File: src/rtl/rr_sum_scheduler.sv
// Round-robin scheduler sharing one NUM_OPS-operand accumulate engine between NUM_REQ requesters.
// Optional idle-operand watchdog enabled by defining RR_SUM_TIMEOUT_EN (adds TIMEOUT_CYC parameter).
module rr_sum_scheduler #(
  parameter int NUM_REQ = 4,
  parameter int NUM_OPS = 8,
  parameter int DATA_W  = 4,
  parameter int SUM_W   = 7
`ifdef RR_SUM_TIMEOUT_EN
  ,
  parameter int TIMEOUT_CYC = 16
`endif
) (
  input  logic                                          clk,
  input  logic                                          reset,
  input  logic [NUM_REQ-1:0]                            req,
  input  logic [NUM_REQ-1:0]                            op_valid,
  input  logic [NUM_REQ*DATA_W-1:0]                     op_data,
  output logic [NUM_REQ-1:0]                            gnt,
  output logic                                          op_ready,
  output logic                                          res_valid,
  output logic [SUM_W-1:0]                              res_data,
  output logic [((NUM_REQ > 1) ? $clog2(NUM_REQ) : 1)-1:0] res_id,
  output logic                                          res_err,
  input  logic                                          res_ready,
  output logic                                          busy
);

  localparam int ID_W  = (NUM_REQ > 1) ? $clog2(NUM_REQ) : 1;
  localparam int CNT_W = $clog2(NUM_OPS + 1);

  typedef enum logic [1:0] {IDLE, COLLECT, RESULT} state_t;

  state_t            state;
  state_t            state_nxt;
  logic [ID_W-1:0]   g_idx;
  logic [ID_W-1:0]   rr_ptr;
  logic [ID_W-1:0]   winner;
  logic              any_req;
  logic [SUM_W-1:0]  acc;
  logic [CNT_W-1:0]  op_cnt;
  logic [DATA_W-1:0] g_data;
  logic              g_valid;
  logic              accept;
  logic              last_op;
  logic              timeout;

  assign any_req = |req;

  // Lowest rotation offset from rr_ptr wins, so iterate from the far end downward.
  always_comb begin
    logic [ID_W:0] cand;
    winner = rr_ptr;
    cand   = '0;
    for (int i = NUM_REQ - 1; i >= 0; i--) begin
      cand = {1'b0, rr_ptr} + (ID_W+1)'(i);
      if (cand >= (ID_W+1)'(NUM_REQ)) begin
        cand = cand - (ID_W+1)'(NUM_REQ);
      end
      if (req[cand[ID_W-1:0]]) begin
        winner = cand[ID_W-1:0];
      end
    end
  end

  always_comb begin
    g_data  = '0;
    g_valid = 1'b0;
    for (int i = 0; i < NUM_REQ; i++) begin
      if (g_idx == ID_W'(i)) begin
        g_data  = op_data[i*DATA_W +: DATA_W];
        g_valid = op_valid[i];
      end
    end
  end

  assign accept  = (state == COLLECT) && g_valid;
  assign last_op = accept && (op_cnt == CNT_W'(NUM_OPS - 1));

  always_ff @(posedge clk or posedge reset) begin
    if (reset) begin
      state <= IDLE;
    end else begin
      state <= state_nxt;
    end
  end

  always_comb begin
    state_nxt = state;
    case (state)
      IDLE:    if (any_req) state_nxt = COLLECT;
      COLLECT: if (last_op || timeout) state_nxt = RESULT;
      RESULT:  if (res_ready) state_nxt = IDLE;
      default: state_nxt = IDLE;
    endcase
  end

  always_comb begin
    op_ready  = (state == COLLECT);
    res_valid = (state == RESULT);
    busy      = (state != IDLE);
    for (int i = 0; i < NUM_REQ; i++) begin
      gnt[i] = (state == COLLECT) && (g_idx == ID_W'(i));
    end
  end

  // rr_ptr only moves on the result handshake so a stalled result never skips anyone.
  always_ff @(posedge clk or posedge reset) begin
    if (reset) begin
      g_idx  <= '0;
      rr_ptr <= '0;
      acc    <= '0;
      op_cnt <= '0;
    end else begin
      case (state)
        IDLE: begin
          if (any_req) begin
            g_idx  <= winner;
            acc    <= '0;
            op_cnt <= '0;
          end
        end
        COLLECT: begin
          if (accept) begin
            acc    <= acc + SUM_W'(g_data);
            op_cnt <= op_cnt + 1'b1;
          end
        end
        RESULT: begin
          if (res_ready) begin
            rr_ptr <= (g_idx == ID_W'(NUM_REQ - 1)) ? '0 : g_idx + 1'b1;
          end
        end
        default: ;
      endcase
    end
  end

  assign res_data = acc;
  assign res_id   = g_idx;

`ifdef RR_SUM_TIMEOUT_EN
  localparam int WD_W = $clog2(TIMEOUT_CYC + 1);

  logic [WD_W-1:0] wd_cnt;
  logic            err_q;

  assign timeout = (state == COLLECT) && !g_valid && (wd_cnt == WD_W'(TIMEOUT_CYC - 1));

  // Counts consecutive starved COLLECT cycles; any accepted operand restarts it.
  always_ff @(posedge clk or posedge reset) begin
    if (reset) begin
      wd_cnt <= '0;
      err_q  <= 1'b0;
    end else begin
      case (state)
        IDLE: begin
          if (any_req) begin
            wd_cnt <= '0;
            err_q  <= 1'b0;
          end
        end
        COLLECT: begin
          if (accept) begin
            wd_cnt <= '0;
          end else if (timeout) begin
            err_q <= 1'b1;
          end else begin
            wd_cnt <= wd_cnt + 1'b1;
          end
        end
        default: ;
      endcase
    end
  end

  assign res_err = err_q;
`else
  assign timeout = 1'b0;
  assign res_err = 1'b0;
`endif

endmodule

File: config.mk
export PLATFORM = sky130hd
export DESIGN_NAME = rr_sum_scheduler
export DESIGN_NICKNAME = d
export VERILOG_FILES = /design/src/rtl/rr_sum_scheduler.sv
export SDC_FILE = /design/constraint.sdc
export NUM_CORES = 1
export LEC_CHECK = 0
export CORE_ASPECT_RATIO = 1.2
export CORE_MARGIN = 2
export CORE_UTILIZATION = 40
export CTS_CLUSTER_DIAMETER = 200
export DETAILED_ROUTE_END_ITERATION = 10
export PLACE_DENSITY = 0.72
export SYNTH_ARGS = -nofsm -noshare
export SYNTH_HDL_FRONTEND = slang
export SYNTH_SLANG_ARGS = --single-unit
export TNS_END_PERCENT = 50
File: constraint.sdc
create_clock -name clk -period 3.3 [get_ports clk]
set_input_delay 0.66 -clock clk [delete_from_list [all_inputs] [get_ports clk]]
set_output_delay 0.66 -clock clk [all_outputs]
set_load 0.02 [all_outputs]
======== Word-level counts from Yosys, hierarchy flattened ========
Cells that the tools add are included.
cells by class
  reduce and logical (&&, ||, !) cells .... 15
  order comparisons ....................... 8
  equal/unequal tests ..................... 10
  add/subtract/negate cells ............... 10
  muxes and demuxes ....................... 35
operator list
  kind                 number
  $mux 2               12
  $mux 4               6
  $mux 7               2
  $pmux 7 s2           1
  $lt 2x3->1 const B   4
  $ge 3x3->1 const B   3
  $bmux 1 s2           4
  $mux 1               8
  $pmux 4 s2           1
  $sub 2x1->2 const B  4
  $add 7x4->7          1
  $add 2x2->3 const B  2
  $eq 2x2->1 const B   3
  $logic_and 1x1->1    6
  $ne 2x1->1 const B   3
  $pmux 2 s3           1
  $reduce_and 3->1     2
  $add 4x1->4 const B  1
  $eq 2x1->1 const B   2
  $eq 4x3->1 const B   1
  $logic_not 2->1      2
  $reduce_and 2->1     2
  $reduce_bool 2->1    2
  $reduce_or 4->1      1
  other kinds (4)      4
storage, ports and cells
  output and inout port bits .............. 17
  bits in registers ....................... 17
  input port bits ......................... 27

======== Depth between registers and ports, before layout ========
  word-level depth ........................ 9
  gate-level depth with buffers ........... 16
  gate-level depth less buffers ........... 15

======== Worst setup path after synthesis ========
Ideal clock, no wire load.
  path kind ............................... reg-to-reg
  start point ............................. register g_idx[1] (netlist: res_id[1])
  end point ............................... register acc[6] (netlist: res_data[6])
  period minus slack after synthesis ...... 2.834 ns
  data arrival time ....................... 2.754 ns
  path buffers ............................ 1
  cell stages (with the launch flop) ...... 17
  path slack .............................. 0.466 ns
  data required time ...................... 3.220 ns
  cell sequence ........................... dfrtp_1 > inv_1 > ha_1 > clkbuf_2 > nor2b_1 > a22oi_1 > nor2_1 > a21oi_1 > o21ai_0 > ha_1 > inv_1 > fa_1 > nor2b_1 > o21a_1 > nor2_1 > nor3_1 > mux2i_1
between the ends
  word-level cells in the longest chain between the ends .. 8
  elaborated cells on any way between the ends .. 18
  those cells by class .................... add/sub: 1; eq/ne: 4; mux: 10; reduce/logical: 3
RTL lines
  element                                                  line     source
  start: declaration                                       35       logic [ID_W-1:0] g_idx;
  start signal: assignment                                 117      g_idx <= winner;
  $logic_not 2->1                                          69       if (g_idx == ID_W'(i)) begin
  $mux 4 / $mux 1 (equally long branches) (4 in a row)     69
  $add 7x4->7 / $logic_and 1x1->1 (equally long branches)  124, 76
  $mux 7 / $ne 2x1->1 (equally long branches)              n/a
  $pmux 7 s2 / $reduce_and 3->1 (equally long branches)    n/a
  end signal: assignment                                   124      acc <= acc + SUM_W'(g_data);
  end: declaration                                         39       logic [SUM_W-1:0] acc;
Several ways; a longest one is shown, not always the timed one. The select of a mux whose other input is x is not followed.
A chain may end at the register's enable or synchronous reset.

======== Worst setup path in the final report ========
Ends and elaborated chain as after synthesis.

==> results.cfg <==
[run_status]
status = finished clean

[setup_path]
crit_type = reg2reg
cp-end-kind = flop
worstPathArrival_ns = 3.25
cp.required_ns = 3.52
startpoint_type = flop
reg2regPathDepth = 15
crit_path_max_fanout = 9

[clock_tree]
clk_root_buffer_cell = clkbuf_4
insertion_delay_ns = 0.28
numCtsBuffers = 3
path_clk_slew_ns = 0.10
post-cts-setup-buffer-count = 0
cts_tree = yes
cts_hold_repair.buffers = 0
cts_sinks = 17
clockBufferDepth = 2
ctsHtreeMaxLevel = 1

[route]
dr.pass1.iters = 4
num_vias = 1191
ant_nets = 0
drcViolationCount = 0
wl_per_cell_um = 13.7
drt_iter0_drc = 22
viasPerCell = 5.39
routed_wl_um = 3040

[sta]
fmax_ghz = 0.330
max_slew_margin_pct = 55.7
fin_crit_ns = 3.03
setup_viol = 0
setup_ws_ns = 0.266
rsz0062_at_grt = false
finClkSkew_ns = 0.00297
slew_viol_final = 0
worst_pin_slew_ns = 0.664
timing.final.hold_violations = 0
tns_ns = 0
fin_crit_sh_pct = 91.9

[grt]
grt_antenna_before_repair = 0
grt_overflow = 0
first_global_vias = 1168
grt_max_degree = 18
grtUsageTotal_pct = 19.0
grt_pass1_wl_um = 5120

[final_layout]
drive_above_1_share_pct = 5.41
area_delta_synth_final_pct = 36.9
nNetsFinal = 224
final_cell_area_mm2 = 0.00171
antenna_cells = 0
utilization_pct = 56.4
fill_cells = 294

[worst_hold_path]
hold_path_depth = 1
worstHoldPathType = reg2reg

[flow_run]
drv_cap = 0

[placement]
place_ws_ns = 0.132
post-dp-hpwl_um = 2390
gp_congestion = 0.827
io_buffers = 42
postPlaceCellArea_mm2 = 0.00168

[logic_synthesis]
yosysSeqAreaShare_pct = 34.1
synth-main-ff-cell = dfrtp_1
ys_seq_elements = 17
yosys.area.top_type_share_pct = 34.1
netlist_area_mm2 = 0.00125
async_flop_share_pct = 100
synth_edf_count = 0
synthTopCellsByCount = nand2_1, dfrtp_1, o21ai_0
synth_warnings = 0
synth_nets = 183
synth.area.top_cells = dfrtp_1, ha_1, nand2_1, o21ai_0, inv_1
syn_avg_cell_area_um2 = 8.61
synthMostInstantiatedCell = nand2_1
synth_cell_type_count = 41
synth_top_area_cell = dfrtp_1
syn_inst = 145

[die]
initial_utilization_pct = 41.2
die-area_mm2 = 0.00359
fp.dieW_um = 55.0
ios = 44
die-height_um = 65.2
rows = 22
core_area_mm2 = 0.00303

[power]
power_per_cell_area_mw_per_mm2 = 925
leakagePower_nw = 0.724
max-vdd-ir-drop_uv = 529
-- routing by layer --
metal	up-vias	GRT usage, %	part of all wire, %
met1	568	23.8	43
met2	35	33.5	53
met5	-	0	0
li1	586	-	-
met3	2	3.64	4.3
met4	0	3.05	0.23
-- final timing paths --
check | start | endpoint | slack, ns
worst max register to register | res_id[1] | res_data[6] | 0.27
worst max-delay path | res_id[1] | res_data[6] | 0.27
max in group asynchronous | reset | op_cnt[3] | 2.12
worst min-delay path | res_data[6] | res_data[6] | 0.50
worst min register to register | res_data[6] | res_data[6] | 0.50
min in group asynchronous | reset | state[1] | 0.76
-- what timing repair did --
item                                    CTS  global route
hold endpoints to repair                  0             0
endpoints found under the setup margin    0             1
gates resized for setup                   0             1
-- kinds of logic (layout without fill, tap and decap cells) --
kind of cell | after synthesis | after routing | share of synthesized area, %
muxes | 3 | 3 | 2.51
DFF | 17 | 17 | 34.1
and+or+nand+nor | 50 | 50 | 21.3
adders and majority gates | 11 | 11 | 11.6
buffers and inverters | 18 | 58 | 6.61
AOI/OAI and AO/OA | 45 | 45 | 23.5
other | 1 | 1 | 0.300
-- placed cells by master, fill, tap and decap left out, types with 4 or more instances in the layout --
master | synthesis | layout
clkdlybuf4s50_1 | 0 | 42
nand2_1 | 19 | 19
dfrtp_1 | 17 | 17
o21ai_0 | 13 | 13
inv_1 | 11 | 11
ha_1 | 10 | 10
a21oi_1 | 8 | 8
nor2_1 | 6 | 6
nor2b_1 | 6 | 5
o31ai_1 | 5 | 5
a211oi_1 | 4 | 4
and2_1 | 4 | 4
-- registers in the layout, indices dropped and copies added, names as in the netlist --
register / flops
res_data: 7
op_cnt: 4
res_id: 2
rr_ptr: 2
state: 2
-- through the flow --
step | power (mW) | instances | hold slack (ns)
6_report | 1.58 | 221 | 0.505
5_1_grt | 1.73 | 221 | 0.533
4_1_cts | 1.59 | 221 | 0.504
3_5_place_dp | 1.46 | 217 | 0.486
3_3_place_gp | 1.42 | 217 | 0.467
2_1_floorplan | 1.12 | 145 | 0.465
-- report_power, final --
| part | internal [mW] | total (mW) | switching (mW) | leakage, nW |
|---|---|---|---|---|
| logic | 0.487 | 1.10 | 0.613 | 0.492 |
| clock network | 0.0469 | 0.110 | 0.0629 | 0.0150 |
| registers | 0.292 | 0.371 | 0.0787 | 0.218 |
-- worst max-delay path, cell delays in order, from the launching register on --
cell     delay, ns
dfrtp_1       0.41
inv_1         0.10
ha_1          0.29
nor2b_2       0.19
a22oi_1       0.09
nor2_1        0.10
a21oi_1       0.04
o21ai_0       0.18
ha_1          0.23
inv_1         0.06
fa_1          0.38
nor2b_1       0.21
o21a_1        0.14
nor2_1        0.06
nor3_1        0.27
mux2i_1       0.22
-- layout make-up --
class	instances	area, um2	share of cell area [%]
Tap cell	36	45.0	2.64
Multi-Input combinational cell	110	743	43.5
Timing Repair Buffer	43	428	25.0
Inverter	11	41.3	2.42
Clock buffer	4	26.3	1.54
Sequential cell	17	425	24.9
Note: power is estimated with default switching activity, not from simulation.
